File: src/rtl/sd_card_pkg.sv
// sd_card_pkg: shared constants and types for the SD SPI-mode card responder.
package sd_card_pkg;
    localparam logic [5:0] CMD0  = 6'd0;
    localparam logic [5:0] CMD16 = 6'd16;
    localparam logic [5:0] CMD17 = 6'd17;
    localparam logic [5:0] CMD24 = 6'd24;
    localparam logic [5:0] CMD41 = 6'd41;
    localparam logic [5:0] CMD55 = 6'd55;
    localparam logic [5:0] CMD58 = 6'd58;
    localparam int R1_IDLE_BIT    = 0;
    localparam int R1_ILLEGAL_BIT = 2;
    localparam int R1_LEN    = 8;
    localparam int R3_LEN    = 40;
    localparam int FRAME_LEN = 48;
    typedef enum logic [2:0] {ST_IDLE, ST_RECV, ST_CHECK, ST_WAIT_NCR, ST_SEND} state_t;
endpackage

File: src/rtl/sd_card_responder_if.sv
// sd_card_responder_if: command/response bus between host (master) and card model (slave).
//   i_cmd_in serial command in; o_rsp_out/o_rsp_oe serial response; o_cmd_valid/o_frame_err
//   frame pulses; o_cmd_index/o_cmd_arg last valid command; o_in_idle/o_block_len card state.
interface sd_card_responder_if;
    logic        i_cmd_in;
    logic        o_rsp_out;
    logic        o_rsp_oe;
    logic        o_cmd_valid;
    logic [5:0]  o_cmd_index;
    logic [31:0] o_cmd_arg;
    logic        o_frame_err;
    logic        o_in_idle;
    logic [31:0] o_block_len;
    modport master (output i_cmd_in, input o_rsp_out, o_rsp_oe, o_cmd_valid, o_cmd_index,
                    o_cmd_arg, o_frame_err, o_in_idle, o_block_len);
    modport slave  (input i_cmd_in, output o_rsp_out, o_rsp_oe, o_cmd_valid, o_cmd_index,
                    o_cmd_arg, o_frame_err, o_in_idle, o_block_len);
endinterface

File: src/rtl/sd_card_rsp_shifter.sv
// sd_card_rsp_shifter: MSB-first serializer for R1/R3 responses.
//   i_load latches i_data (left-justified) and i_len; o_bit is idle-high when inactive,
//   o_active marks driven bits, o_done flags the last bit.
module sd_card_rsp_shifter
    import sd_card_pkg::*;
(
    input  logic              i_clk,
    input  logic              i_rst,
    input  logic              i_load,
    input  logic [R3_LEN-1:0] i_data,
    input  logic [5:0]        i_len,
    output logic              o_bit,
    output logic              o_active,
    output logic              o_done
);
    logic [R3_LEN-1:0] sreg_q, sreg_d;
    logic [5:0]        cnt_q, cnt_d;
    logic              active_q, active_d;

    always_comb begin
        sreg_d   = sreg_q;
        cnt_d    = cnt_q;
        active_d = active_q;
        if (i_load) begin
            sreg_d   = i_data;
            cnt_d    = i_len;
            active_d = i_len != 6'd0;
        end else if (active_q) begin
            sreg_d   = {sreg_q[R3_LEN-2:0], 1'b1};
            cnt_d    = cnt_q - 6'd1;
            active_d = cnt_q != 6'd1;
        end
    end

    always_ff @(posedge i_clk or posedge i_rst) begin
        if (i_rst) begin
            sreg_q   <= '1;
            cnt_q    <= '0;
            active_q <= 1'b0;
        end else begin
            sreg_q   <= sreg_d;
            cnt_q    <= cnt_d;
            active_q <= active_d;
        end
    end

    assign o_bit    = active_q ? sreg_q[R3_LEN-1] : 1'b1;
    assign o_active = active_q;
    assign o_done   = active_q && cnt_q == 6'd1;
endmodule

File: src/rtl/sd_card_responder.sv
// sd_card_responder: card-side SD SPI-mode command receiver, decoder and R1/R3 responder.
//   i_clk/i_rst clock and async active-high reset; bus (slave) carries the serial command
//   input, serial response output and the decoded command/card-state observation outputs.
module sd_card_responder
    import sd_card_pkg::*;
#(
    parameter int          NCR_CYCLES        = 2,
    parameter int          INIT_ACMD41_COUNT = 3,
    parameter logic [31:0] OCR               = 32'h40FF8000
)(
    input  logic          i_clk,
    input  logic          i_rst,
    sd_card_responder_if.slave bus
);
    localparam logic [7:0] ACMD_LIMIT = 8'(INIT_ACMD41_COUNT + 1);

    state_t      state_q, state_d;
    logic [47:0] frame_q, frame_d;
    logic [7:0]  cnt_q, cnt_d;
    logic [7:0]  acmd_cnt_q, acmd_cnt_d;
    logic        app_cmd_q, app_cmd_d;
    logic        in_idle_q, in_idle_d;
    logic        illegal_q, illegal_d;
    logic        r3_q, r3_d;
    logic        cmd_valid_q, cmd_valid_d;
    logic        frame_err_q, frame_err_d;
    logic [5:0]  cmd_index_q, cmd_index_d;
    logic [31:0] cmd_arg_q, cmd_arg_d;
    logic [31:0] block_len_q, block_len_d;
    logic [5:0]  idx;
    logic [31:0] arg;
    logic [7:0]  r1;
    logic [R3_LEN-1:0] rsp_data;
    logic [5:0]  rsp_len;
    logic        shift_load, shift_done, shift_active, shift_bit;
    logic        unused_crc;

    assign idx        = frame_q[45:40];
    assign arg        = frame_q[39:8];
    assign unused_crc = ^{frame_q[47], frame_q[7:1]};
    assign shift_load = state_q == ST_WAIT_NCR && cnt_q == 8'd0;

    // Response is built when serialization starts; card state cannot change meanwhile.
    always_comb begin
        r1                 = '0;
        r1[R1_IDLE_BIT]    = in_idle_q;
        r1[R1_ILLEGAL_BIT] = illegal_q;
        rsp_data = r3_q ? {r1, ~in_idle_q, OCR[30:0]} : {r1, 32'h0};
        rsp_len  = r3_q ? 6'(R3_LEN) : 6'(R1_LEN);
    end

    always_comb begin
        state_d     = state_q;
        frame_d     = frame_q;
        cnt_d       = cnt_q;
        acmd_cnt_d  = acmd_cnt_q;
        app_cmd_d   = app_cmd_q;
        in_idle_d   = in_idle_q;
        illegal_d   = illegal_q;
        r3_d        = r3_q;
        cmd_valid_d = 1'b0;
        frame_err_d = 1'b0;
        cmd_index_d = cmd_index_q;
        cmd_arg_d   = cmd_arg_q;
        block_len_d = block_len_q;
        case (state_q)
            ST_IDLE: if (!bus.i_cmd_in) begin
                state_d = ST_RECV;
                frame_d = {frame_q[46:0], 1'b0};
                cnt_d   = 8'd1;
            end
            ST_RECV: begin
                frame_d = {frame_q[46:0], bus.i_cmd_in};
                cnt_d   = cnt_q + 8'd1;
                if (cnt_q == 8'(FRAME_LEN - 1)) state_d = ST_CHECK;
            end
            ST_CHECK: if (frame_q[46] && frame_q[0]) begin
                state_d     = ST_WAIT_NCR;
                cnt_d       = 8'(NCR_CYCLES - 1);
                cmd_valid_d = 1'b1;
                cmd_index_d = idx;
                cmd_arg_d   = arg;
                app_cmd_d   = idx == CMD55;
                r3_d        = idx == CMD58;
                illegal_d   = 1'b0;
                case (idx)
                    CMD0: begin
                        in_idle_d  = 1'b1;
                        acmd_cnt_d = '0;
                    end
                    CMD41: if (app_cmd_q) begin
                        acmd_cnt_d = acmd_cnt_q == ACMD_LIMIT ? acmd_cnt_q : acmd_cnt_q + 8'd1;
                        in_idle_d  = acmd_cnt_d == ACMD_LIMIT ? 1'b0 : in_idle_q;
                    end else begin
                        illegal_d = 1'b1;
                    end
                    CMD16: if (in_idle_q) illegal_d = 1'b1; else block_len_d = arg;
                    CMD17, CMD24: illegal_d = in_idle_q;
                    CMD55, CMD58: illegal_d = 1'b0;
                    default: illegal_d = 1'b1;
                endcase
            end else begin
                state_d     = ST_IDLE;
                frame_err_d = 1'b1;
            end
            ST_WAIT_NCR: begin
                cnt_d = cnt_q - 8'd1;
                if (shift_load) state_d = ST_SEND;
            end
            ST_SEND: if (shift_done) state_d = ST_IDLE;
            default: state_d = ST_IDLE;
        endcase
    end

    always_ff @(posedge i_clk or posedge i_rst) begin
        if (i_rst) begin
            state_q     <= ST_IDLE;
            frame_q     <= '0;
            cnt_q       <= '0;
            acmd_cnt_q  <= '0;
            app_cmd_q   <= 1'b0;
            in_idle_q   <= 1'b1;
            illegal_q   <= 1'b0;
            r3_q        <= 1'b0;
            cmd_valid_q <= 1'b0;
            frame_err_q <= 1'b0;
            cmd_index_q <= '0;
            cmd_arg_q   <= '0;
            block_len_q <= 32'd512;
        end else begin
            state_q     <= state_d;
            frame_q     <= frame_d;
            cnt_q       <= cnt_d;
            acmd_cnt_q  <= acmd_cnt_d;
            app_cmd_q   <= app_cmd_d;
            in_idle_q   <= in_idle_d;
            illegal_q   <= illegal_d;
            r3_q        <= r3_d;
            cmd_valid_q <= cmd_valid_d;
            frame_err_q <= frame_err_d;
            cmd_index_q <= cmd_index_d;
            cmd_arg_q   <= cmd_arg_d;
            block_len_q <= block_len_d;
        end
    end

    sd_card_rsp_shifter u_shifter (
        .i_clk    (i_clk),
        .i_rst    (i_rst),
        .i_load   (shift_load),
        .i_data   (rsp_data),
        .i_len    (rsp_len),
        .o_bit    (shift_bit),
        .o_active (shift_active),
        .o_done   (shift_done)
    );

    assign bus.o_rsp_out   = shift_bit;
    assign bus.o_rsp_oe    = shift_active;
    assign bus.o_cmd_valid = cmd_valid_q;
    assign bus.o_frame_err = frame_err_q;
    assign bus.o_cmd_index = cmd_index_q;
    assign bus.o_cmd_arg   = cmd_arg_q;
    assign bus.o_in_idle   = in_idle_q;
    assign bus.o_block_len = block_len_q;
endmodule

File: src/flat_wrapper.sv
// flat-port wrapper written by rule: the top's interface ports become plain ports
module sd_card_responder_flat import sd_card_pkg::*;
#(
    parameter int          NCR_CYCLES        = 2,
    parameter int          INIT_ACMD41_COUNT = 3,
    parameter logic [31:0] OCR               = 32'h40FF8000
)
  (i_clk, i_rst, bus_i_cmd_in, bus_o_rsp_out, bus_o_rsp_oe, bus_o_cmd_valid, bus_o_cmd_index, bus_o_cmd_arg, bus_o_frame_err, bus_o_in_idle, bus_o_block_len);
  sd_card_responder_if bus_i ();
  input  logic i_clk;
  input  logic i_rst;
  input wire logic [$bits(bus_i.i_cmd_in)-1:0] bus_i_cmd_in;
  output wire logic [$bits(bus_i.o_rsp_out)-1:0] bus_o_rsp_out;
  output wire logic [$bits(bus_i.o_rsp_oe)-1:0] bus_o_rsp_oe;
  output wire logic [$bits(bus_i.o_cmd_valid)-1:0] bus_o_cmd_valid;
  output wire logic [$bits(bus_i.o_cmd_index)-1:0] bus_o_cmd_index;
  output wire logic [$bits(bus_i.o_cmd_arg)-1:0] bus_o_cmd_arg;
  output wire logic [$bits(bus_i.o_frame_err)-1:0] bus_o_frame_err;
  output wire logic [$bits(bus_i.o_in_idle)-1:0] bus_o_in_idle;
  output wire logic [$bits(bus_i.o_block_len)-1:0] bus_o_block_len;
  assign bus_i.i_cmd_in = bus_i_cmd_in;
  assign bus_o_rsp_out = bus_i.o_rsp_out;
  assign bus_o_rsp_oe = bus_i.o_rsp_oe;
  assign bus_o_cmd_valid = bus_i.o_cmd_valid;
  assign bus_o_cmd_index = bus_i.o_cmd_index;
  assign bus_o_cmd_arg = bus_i.o_cmd_arg;
  assign bus_o_frame_err = bus_i.o_frame_err;
  assign bus_o_in_idle = bus_i.o_in_idle;
  assign bus_o_block_len = bus_i.o_block_len;
  sd_card_responder #(.NCR_CYCLES(NCR_CYCLES), .INIT_ACMD41_COUNT(INIT_ACMD41_COUNT), .OCR(OCR)) u_core (.i_clk(i_clk), .i_rst(i_rst), .bus(bus_i));
endmodule
File: config.mk
export PLATFORM = sky130hd
export DESIGN_NAME = sd_card_responder_flat
export DESIGN_NICKNAME = d
export VERILOG_FILES = /design/src/rtl/sd_card_pkg.sv /design/src/rtl/sd_card_responder_if.sv /design/src/rtl/sd_card_rsp_shifter.sv /design/src/rtl/sd_card_responder.sv /design/src/flat_wrapper.sv
export SDC_FILE = /design/constraint.sdc
export NUM_CORES = 1
export LEC_CHECK = 0
export ABC_AREA = 1
export CAP_MARGIN = 20
export CORE_MARGIN = 3
export CORE_UTILIZATION = 35
export CTS_CLUSTER_DIAMETER = 200
export DETAILED_ROUTE_END_ITERATION = 12
export SYNTH_ARGS = -nofsm -noshare
export SYNTH_HDL_FRONTEND = slang
export SYNTH_HIERARCHICAL = 1
export SYNTH_SLANG_ARGS = --single-unit
File: constraint.sdc
create_clock -name i_clk -period 12.89 [get_ports i_clk]
set_input_delay 2.578 -clock i_clk [delete_from_list [all_inputs] [get_ports i_clk]]
set_output_delay 2.578 -clock i_clk [all_outputs]
set_load 0.01 [all_outputs]
* Yosys cells after proc, flatten, opt, wreduce, memory -nomap -nowiden
Index checks and enable logic that the tools add are counted.
** Operators by class
- Add/sub/neg operators :: 4
- Bitwise operators :: 1
- Equality and inequality tests :: 22
- Multiplexer cells :: 33
- Reduce and logical (&&, ||, !) cells :: 20
** Operator list (count)
- one-hot mux 47 bit (2 select lines) :: 1
- 2-to-1 mux 40 bit :: 2
- 2-to-1 mux 47 bit :: 1
- 2-to-1 mux 32 bit :: 1
- 2-to-1 mux 8 bit :: 4
- one-hot mux 8 bit (4 select lines) :: 1
- == test 6 x 5 -> 1 bit, second input constant :: 3
- == test 6 bit, second input constant :: 3
- 2-to-1 mux 6 bit :: 3
- adder 8 x 1 -> 8 bit, second input constant :: 2
- == test 8 x 3 -> 1 bit, second input constant :: 2
- one-hot mux 8 bit (2 select lines) :: 1
- one-hot mux 3 bit (5 select lines) :: 1
- 2-to-1 mux 3 bit :: 4
- != test 2 x 1 -> 1 bit, second input constant :: 6
- AND reduction 4 bit :: 3
- 2-to-1 mux 1 bit :: 11
- == test 8 x 6 -> 1 bit, second input constant :: 1
- zero test 8 bit :: 1
- subtractor 8 x 1 -> 8 bit, second input constant :: 1
- == test 3 x 2 -> 1 bit, second input constant :: 2
- == test 6 x 1 -> 1 bit, second input constant :: 1
- zero test 6 bit :: 1
- != test 6 x 1 -> 1 bit, second input constant :: 1
- 18 further kinds :: 23
** Storage, ports and cells
- Word-level logic and storage cells :: 96
- Output and inout port bits :: 75
- Register bits after elaboration :: 189

* Depth between registers and ports, before layout
- Word-level depth :: 6
- Gate-level depth with buffers :: 13

* Hierarchy
Netlist, hierarchy kept.
** Modules (own cells, without submodules)
- sd_card_responder :: area each 6155.9 sq um, instances 1, cells each 657
- sd_card_rsp_shifter :: area each 2233.4 sq um, instances 1, cells each 272

* Worst setup path after synthesis
No wires, ideal clock.
- Path type :: input-to-reg
- From :: input bus_i_cmd_in
- To :: register u_core.frame_q[26]
- Path slack :: 9438 ps
- Setup time :: 130 ps
- Arrival :: 3322 ps
- Data required time :: 12760 ps
- Stages :: 4
- Cell sequence :: a211oi_2 -> buf_2 -> clkbuf_1 -> o21ai_0
** Between the ends
- Word-level cells in the longest chain between the ends :: 2
** Ends and longest elaborated chain
- from (decl) :: line flat_wrapper.sv:12 : input wire logic [$bits(bus_i.i_cmd_in)-1:0] bus_i_cmd_in;
- != test 2 bit (no source line)
- AND reduction 2 bit (no source line)
- to (signal assigned) :: line sd_card_responder.sv:132 : frame_q <= frame_d;
- to (decl) :: line sd_card_responder.sv:18 : logic [47:0] frame_q, frame_d;
No other way between the ends.
A chain may end at the register's enable or synchronous reset.

* Final worst setup path
- From :: register u_core.u_shifter.active_q (netlist: u_core/u_shifter/o_active)
- To :: output bus_o_rsp_out
** Between the ends
- Word-level cells in the longest chain between the ends :: 1
** Ends and longest elaborated chain
- from (decl) :: line sd_card_rsp_shifter.sv:18 : logic active_q, active_d;
- from (signal assigned) :: line sd_card_rsp_shifter.sv:43 : active_q <= active_d;
- 2-to-1 mux 1 bit :: line sd_card_rsp_shifter.sv:47 : assign o_bit = active_q ? sreg_q[R3_LEN-1] : 1'b1;
- to (decl) :: line flat_wrapper.sv:13 : output wire logic [$bits(bus_i.o_rsp_out)-1:0] bus_o_rsp_out;
No other way between the ends.

==> metrics.txt <==
Via density 4.57; RSZ-0062 raised after global routing no; CTS buffer count 17; total power divided by cell area 193 nW/um2; Slew Viols, Final 0; # IOs 78; largest net degree at the start of global routing 94; Overflow after GRT 0; Synth Instances 929; DP HPWL 10,900 um; Post-Place Worst Slack 8.31 ns; Ant. Diodes 0; First DRT Iteration DRCs 450; via count 6,207; Worst Tran Pin Value 1.00 ns; Design Power 0.00196 W; WP data required 10.31 ns; run status completed; root buffer cell clkbuf_16; # nets final 1,040; vias in the first global route 6,058; Clock Latency Late Sink 0.43 ns; Leak Pwr 4.52 nW; wirelength, routed 17,000 um; Die Wd 161 um; Final setup violation count 0; period utilization 33.3%; final RePlAce weighted congestion 0.770; Initial Utilization 35.6%; R2R Setup Slk 10.47 ns; Layout area overhead 21.1%; core footprint 23,500 um2; post-CTS sizing 0; Crit. End Element primary output; skew final 0.0175 ns; YS warnings 6; DR WL/cell 12.5 um; setup bufs post-CTS 0; type of element launching the critical path register; setup TNS 0 ns; Hold Crit Class register to register; highest clock rate 233 MHz; CP Max Fanout 4; layout cell share with drive strength beyond 1 13.7%; Placed Cells 1,326; H-Tree Depth 4; register area share after synthesis 57.0%; FF+latch count, synth 189; CTS sink cnt 189; Total GRT Usage 13.8%; minimum clock period 4.29 ns; Slew HR 33.2%; Finished Layout Cells 1,358; CTS clk-pin slew, worst paths 0.07 ns; critical path class register to primary output; Netlist cell types 40; # Max-Cap Violations 0; hold_buf cts 0; IO Port Bufs 77; Initial DRT Pass Iterations 5; CTS tree done; Worst EP arrival 1.71 ns; ANT nets after route 0; synthesized cell area 8390 um2; Chip Height 161 um; Max clock buf depth 2; Hold Violations, Final 0; global-route wire length before repair 29,300 um; Setup WS post-layout 8.60 ns; Synth Area per Inst 9.03 um2; Worst VDD drop 114 uV; row count 56; initial antenna violation count 0; DRC Markers 0; Die ar. 25,900 um2
## cell usage in the layout, fill, tap and decap left out, types with 6 or more instances in the layout
cell             netlist  final
inv_1                 79     77
ha_1                  10     10
o21ai_2               32     32
inv_2                  6      6
nand4_1               10     10
nand2_2               10     10
conb_1                 2     37
clkbuf_16              0     17
nor2_1                39     38
dfstp_2               42     42
a21oi_1                7      7
dfrtp_1              147    147
nand2_1              289    289
o21ai_0               97     97
nor3_1                 7      7
nand3_1               72     72
clkdlybuf4s50_1        0     77
## routing by layer
| layer | GRT usage, % | wire length [um] |
|---|---|---|
| met4 | 3.79 | 162 |
| met2 | 21.6 | 7630 |
| met5 | 0 | 0 |
| met1 | 18.9 | 8470 |
| met3 | 3.74 | 727 |
## final cells by class
| type | instances | area, um2 |
|---|---|---|
| Timing Repair Buffer | 82 | 808 |
| Multi-Input combinational cell | 651 | 3210 |
| Fill cell | 2352 | 13400 |
| Sequential cell | 189 | 4780 |
| Clock buffer | 17 | 425 |
| Clock inverter | 15 | 215 |
| Inverter | 85 | 324 |
| Tap cell | 319 | 399 |
## sequential cells by signal (all words and copies together) (netlist names)
signal	count
u_core/app_cmd_q	1
u_core/illegal_q	1
u_core/r3_q	1
u_core/bus.o_cmd_index	6
u_core/frame_q	47
u_core/cnt_q	8
u_core/bus.o_cmd_valid	1
u_core/bus.o_in_idle	1
u_core/state_q	3
u_core/u_shifter/sreg_q	40
u_core/bus.o_cmd_arg	32
u_core/bus.o_block_len	32
u_core/u_shifter/cnt_q	6
u_core/bus.o_frame_err	1
u_core/acmd_cnt_q	8
u_core/u_shifter/o_active	1
## worst paths after layout
kind / start / to / depth (start not counted)
hold / removal: u_core/u_shifter/sreg_q[26] / u_core/u_shifter/sreg_q[27] / 2
min in group asynchronous: i_rst / u_core/bus.o_block_len[19] / 2
setup / recovery: u_core/u_shifter/o_active / bus_o_rsp_out / 3
hold reg to reg: u_core/u_shifter/sreg_q[26] / u_core/u_shifter/sreg_q[27] / 2
setup reg to reg: u_core/cnt_q[7] / u_core/u_shifter/cnt_q[3] / 8
max in group asynchronous: i_rst / u_core/frame_q[5] / 3
## synth_stat cells
master | number | area (um2)
nand2_1 | 289 | 1080
dfrtp_1 | 147 | 3680
o21ai_0 | 97 | 485
inv_1 | 79 | 297
nand3_1 | 72 | 360
dfstp_2 | 42 | 1100
nor2_1 | 39 | 146
o21ai_2 | 32 | 280
buf_2 | 15 | 75.1
clkbuf_1 | 14 | 52.6
ha_1 | 10 | 125
nand2_2 | 10 | 62.6
nand4_1 | 10 | 62.6
a21oi_1 | 7 | 35.0
nor3_1 | 7 | 35.0
buf_6 | 6 | 67.6
inv_2 | 6 | 22.5
or2_2 | 5 | 31.3
a22o_1 | 4 | 35.0
buf_4 | 4 | 30.0
a22oi_1 | 3 | 22.5
a31oi_1 | 3 | 18.8
o211ai_1 | 3 | 22.5
o21ai_1 | 3 | 15.0
conb_1 | 2 | 7.51
nand3_4 | 2 | 35.0
nand3b_1 | 2 | 15.0
nor2_4 | 2 | 22.5
xnor2_1 | 2 | 17.5
xor2_1 | 2 | 17.5
a211oi_2 | 1 | 12.5
a21boi_0 | 1 | 7.51
a21o_1 | 1 | 7.51
a32o_1 | 1 | 10.0
fa_1 | 1 | 20.0
nand3_2 | 1 | 10.0
nor2_8 | 1 | 20.0
nor4_4 | 1 | 21.3
o2111ai_1 | 1 | 8.76
o31ai_1 | 1 | 7.51
## cell families (layout without fill, tap and decap cells)
group,count (synthesis),after routing,synth area share [%]
DFF,189,189,57.0
and+or+nand+nor,441,441,22.7
adders and majority gates,11,11,1.73
buffers and inverters,124,199,6.49
other,2,37,0.0895
AOI/OAI and AO/OA,158,158,11.5
xor gates and xnor gates,4,4,0.418
## per-stage QoR
stage | cell area (um2) | util, % | hold slack, ns
6_report | 10200 | 43.2 | 0.480
4_1_cts | 10200 | 43.2 | 0.485
3_3_place_gp | 9520 | 40.4 | 0.459
5_1_grt | 10200 | 43.2 | 0.496
2_1_floorplan | 8520 | - | 0.449
3_5_place_dp | 9520 | 40.4 | 0.467
## critical path: stages (launching register included)
cell             delay [ns]
dfrtp_1                0.43
inv_2                  0.10
or2_2                  0.28
clkdlybuf4s50_1        0.48
## power by group
group          switching, W  internal (W)
registers         0.0000936      0.000774
logic              0.000340      0.000196
clock network      0.000255      0.000300
Power figures use the tool's default switching activity.
==> patch, RTL diff (same settings) <==
Reset style: synchronous (`i_rst`), changed in 2 clocked blocks. Comments in the files are not updated.
--- a/src/rtl/sd_card_rsp_shifter.sv
+++ b/src/rtl/sd_card_rsp_shifter.sv
@@ -32,7 +32,7 @@
         end
     end
 
-    always_ff @(posedge i_clk or posedge i_rst) begin
+    always_ff @(posedge i_clk) begin
         if (i_rst) begin
             sreg_q   <= '1;
             cnt_q    <= '0;
--- a/src/rtl/sd_card_responder.sv
+++ b/src/rtl/sd_card_responder.sv
@@ -112,7 +112,7 @@
         endcase
     end
 
-    always_ff @(posedge i_clk or posedge i_rst) begin
+    always_ff @(posedge i_clk) begin
         if (i_rst) begin
             state_q     <= ST_IDLE;
             frame_q     <= '0;
Function: no difference found for any inputs over 10 cycles, from zero or initial values and one cycle with i_rst high; that may be too few to reach the edited logic, so the function may still have changed.
==> patch against the original RTL <==
Global-route usage is 1.1 points higher. Highest routed layer unchanged. Register-to-register slack worse by 0.17 ns. Sequential cell count stayed put. Cell area is 8.1% lower. Combinational power is 26% lower. Worst setup slack worse by 0.14 ns. Total power is 12% lower. Count of clock-buffer cells in the layout is 2 higher. Critical path depth is 4 higher. Area after synthesis is 7.7% lower. Wire length is 4.3% higher. Die area is 7.4% lower.
==> patch: results (changes against the original RTL) <==
status: finished, final reports clean
vias in the first global route: 6211 (+2.5%)
Netlist cell types: 36 (-10%)
Seq/Total Area, Yosys: 0.489 (-0.0813)
GP Congestion: 0.838 (+8.8%)
WL final: 17700 um (+4.3%)
Sequential Power: 813 uW (-6.3%)
Logic power comb: 397 uW (-26%)
Crit-path slowest cell: inv_2
Switching Share: 0.359 (+0.00767)
worst slack, placed: 8.01 ns (-0.300 ns)
overall routing resource usage: 0.148 (+0.0108)
Top FF cell, synth: dfxtp_1
Clock net power: 517 uW (-7.0%)
wire per inst: 12.5 um (about the same)
largest net degree at the start of global routing: 122 (+30%)
CP Data Arrival Time: 4.78 ns (+3.07 ns)
Worst-Margin Slew: 1.02 ns (+0.0205 ns)
Leak: 0.00399 uW (-12%)
Inst Count DP: 1383 (+4.3%)
Synth top cells by count: dfxtp_1, nor2_1, nand2_1
crit-path max FO: 48 (+44)
Final #Nets: 1141 (+9.7%)
dpl hpwl: 10700 um (-1.4%)
clock skew: 0.0123 ns (-0.00514 ns)
## patch: cell types whose count changed after synthesis, sizes merged, moves of 3 or more
cell and delta:
a22oi +3, a21oi +101, nor3 -3, dfxtp +189
a22o -4, clkbuf +17, dfstp -42, nand3 -3
dfrtp -147, nand2 -130, o21ai -8, nor2 +143
nand4 +5
## patch: cells by family after synthesis
| kind of cell | after synthesis | synth area share |
|---|---|---|
| adder cells (fa/ha/maj) | 11 | 0.0187 |
| buffers and inverters | 145 | 0.0782 |
| AND/OR/NAND/NOR | 452 | 0.246 |
| AO/OA/AOI/OAI | 246 | 0.163 |
| other | 2 | 0.000970 |
| flip-flops | 189 | 0.489 |
| XOR/XNOR | 4 | 0.00453 |
## patch: critical path, delay by kind of cell
family          cells  cell delay, ns
buf+inv             3            1.36
simple gates        2            0.51
compound gates      2            0.30
## patch: metal layers
layer,track usage,vias up,part of all wire
met5,0,-,0
met4,0.0404,0,0.012
met3,0.0417,18,0.047
met2,0.230,111,0.44
met1,0.204,3027,0.50
li1,-,3548,-
## patch: final timing paths
| path | start | endpoint | slack [ns] | cells after the start |
|---|---|---|---|---|
| worst max-delay path | bus_i_cmd_in | u_core/frame_q[41] | 8.46 | 7 |
| worst min register to register | u_core/bus.o_block_len[4] | u_core/bus.o_block_len[4] | 0.45 | 2 |
| worst min-delay path | u_core/bus.o_block_len[4] | u_core/bus.o_block_len[4] | 0.45 | 2 |
| worst max register to register | u_core/state_q[1] | u_core/u_shifter/cnt_q[1] | 10.30 | 10 |
## patch: final cells by class
type | instances | area share
Clock buffer | 19 | 0.0474
Clock inverter | 13 | 0.0161
Inverter | 87 | 0.0350
Multi-Input combinational cell | 750 | 0.374
Sequential cell | 189 | 0.405
Tap cell | 275 | 0.0368
Timing Repair Buffer | 82 | 0.0860
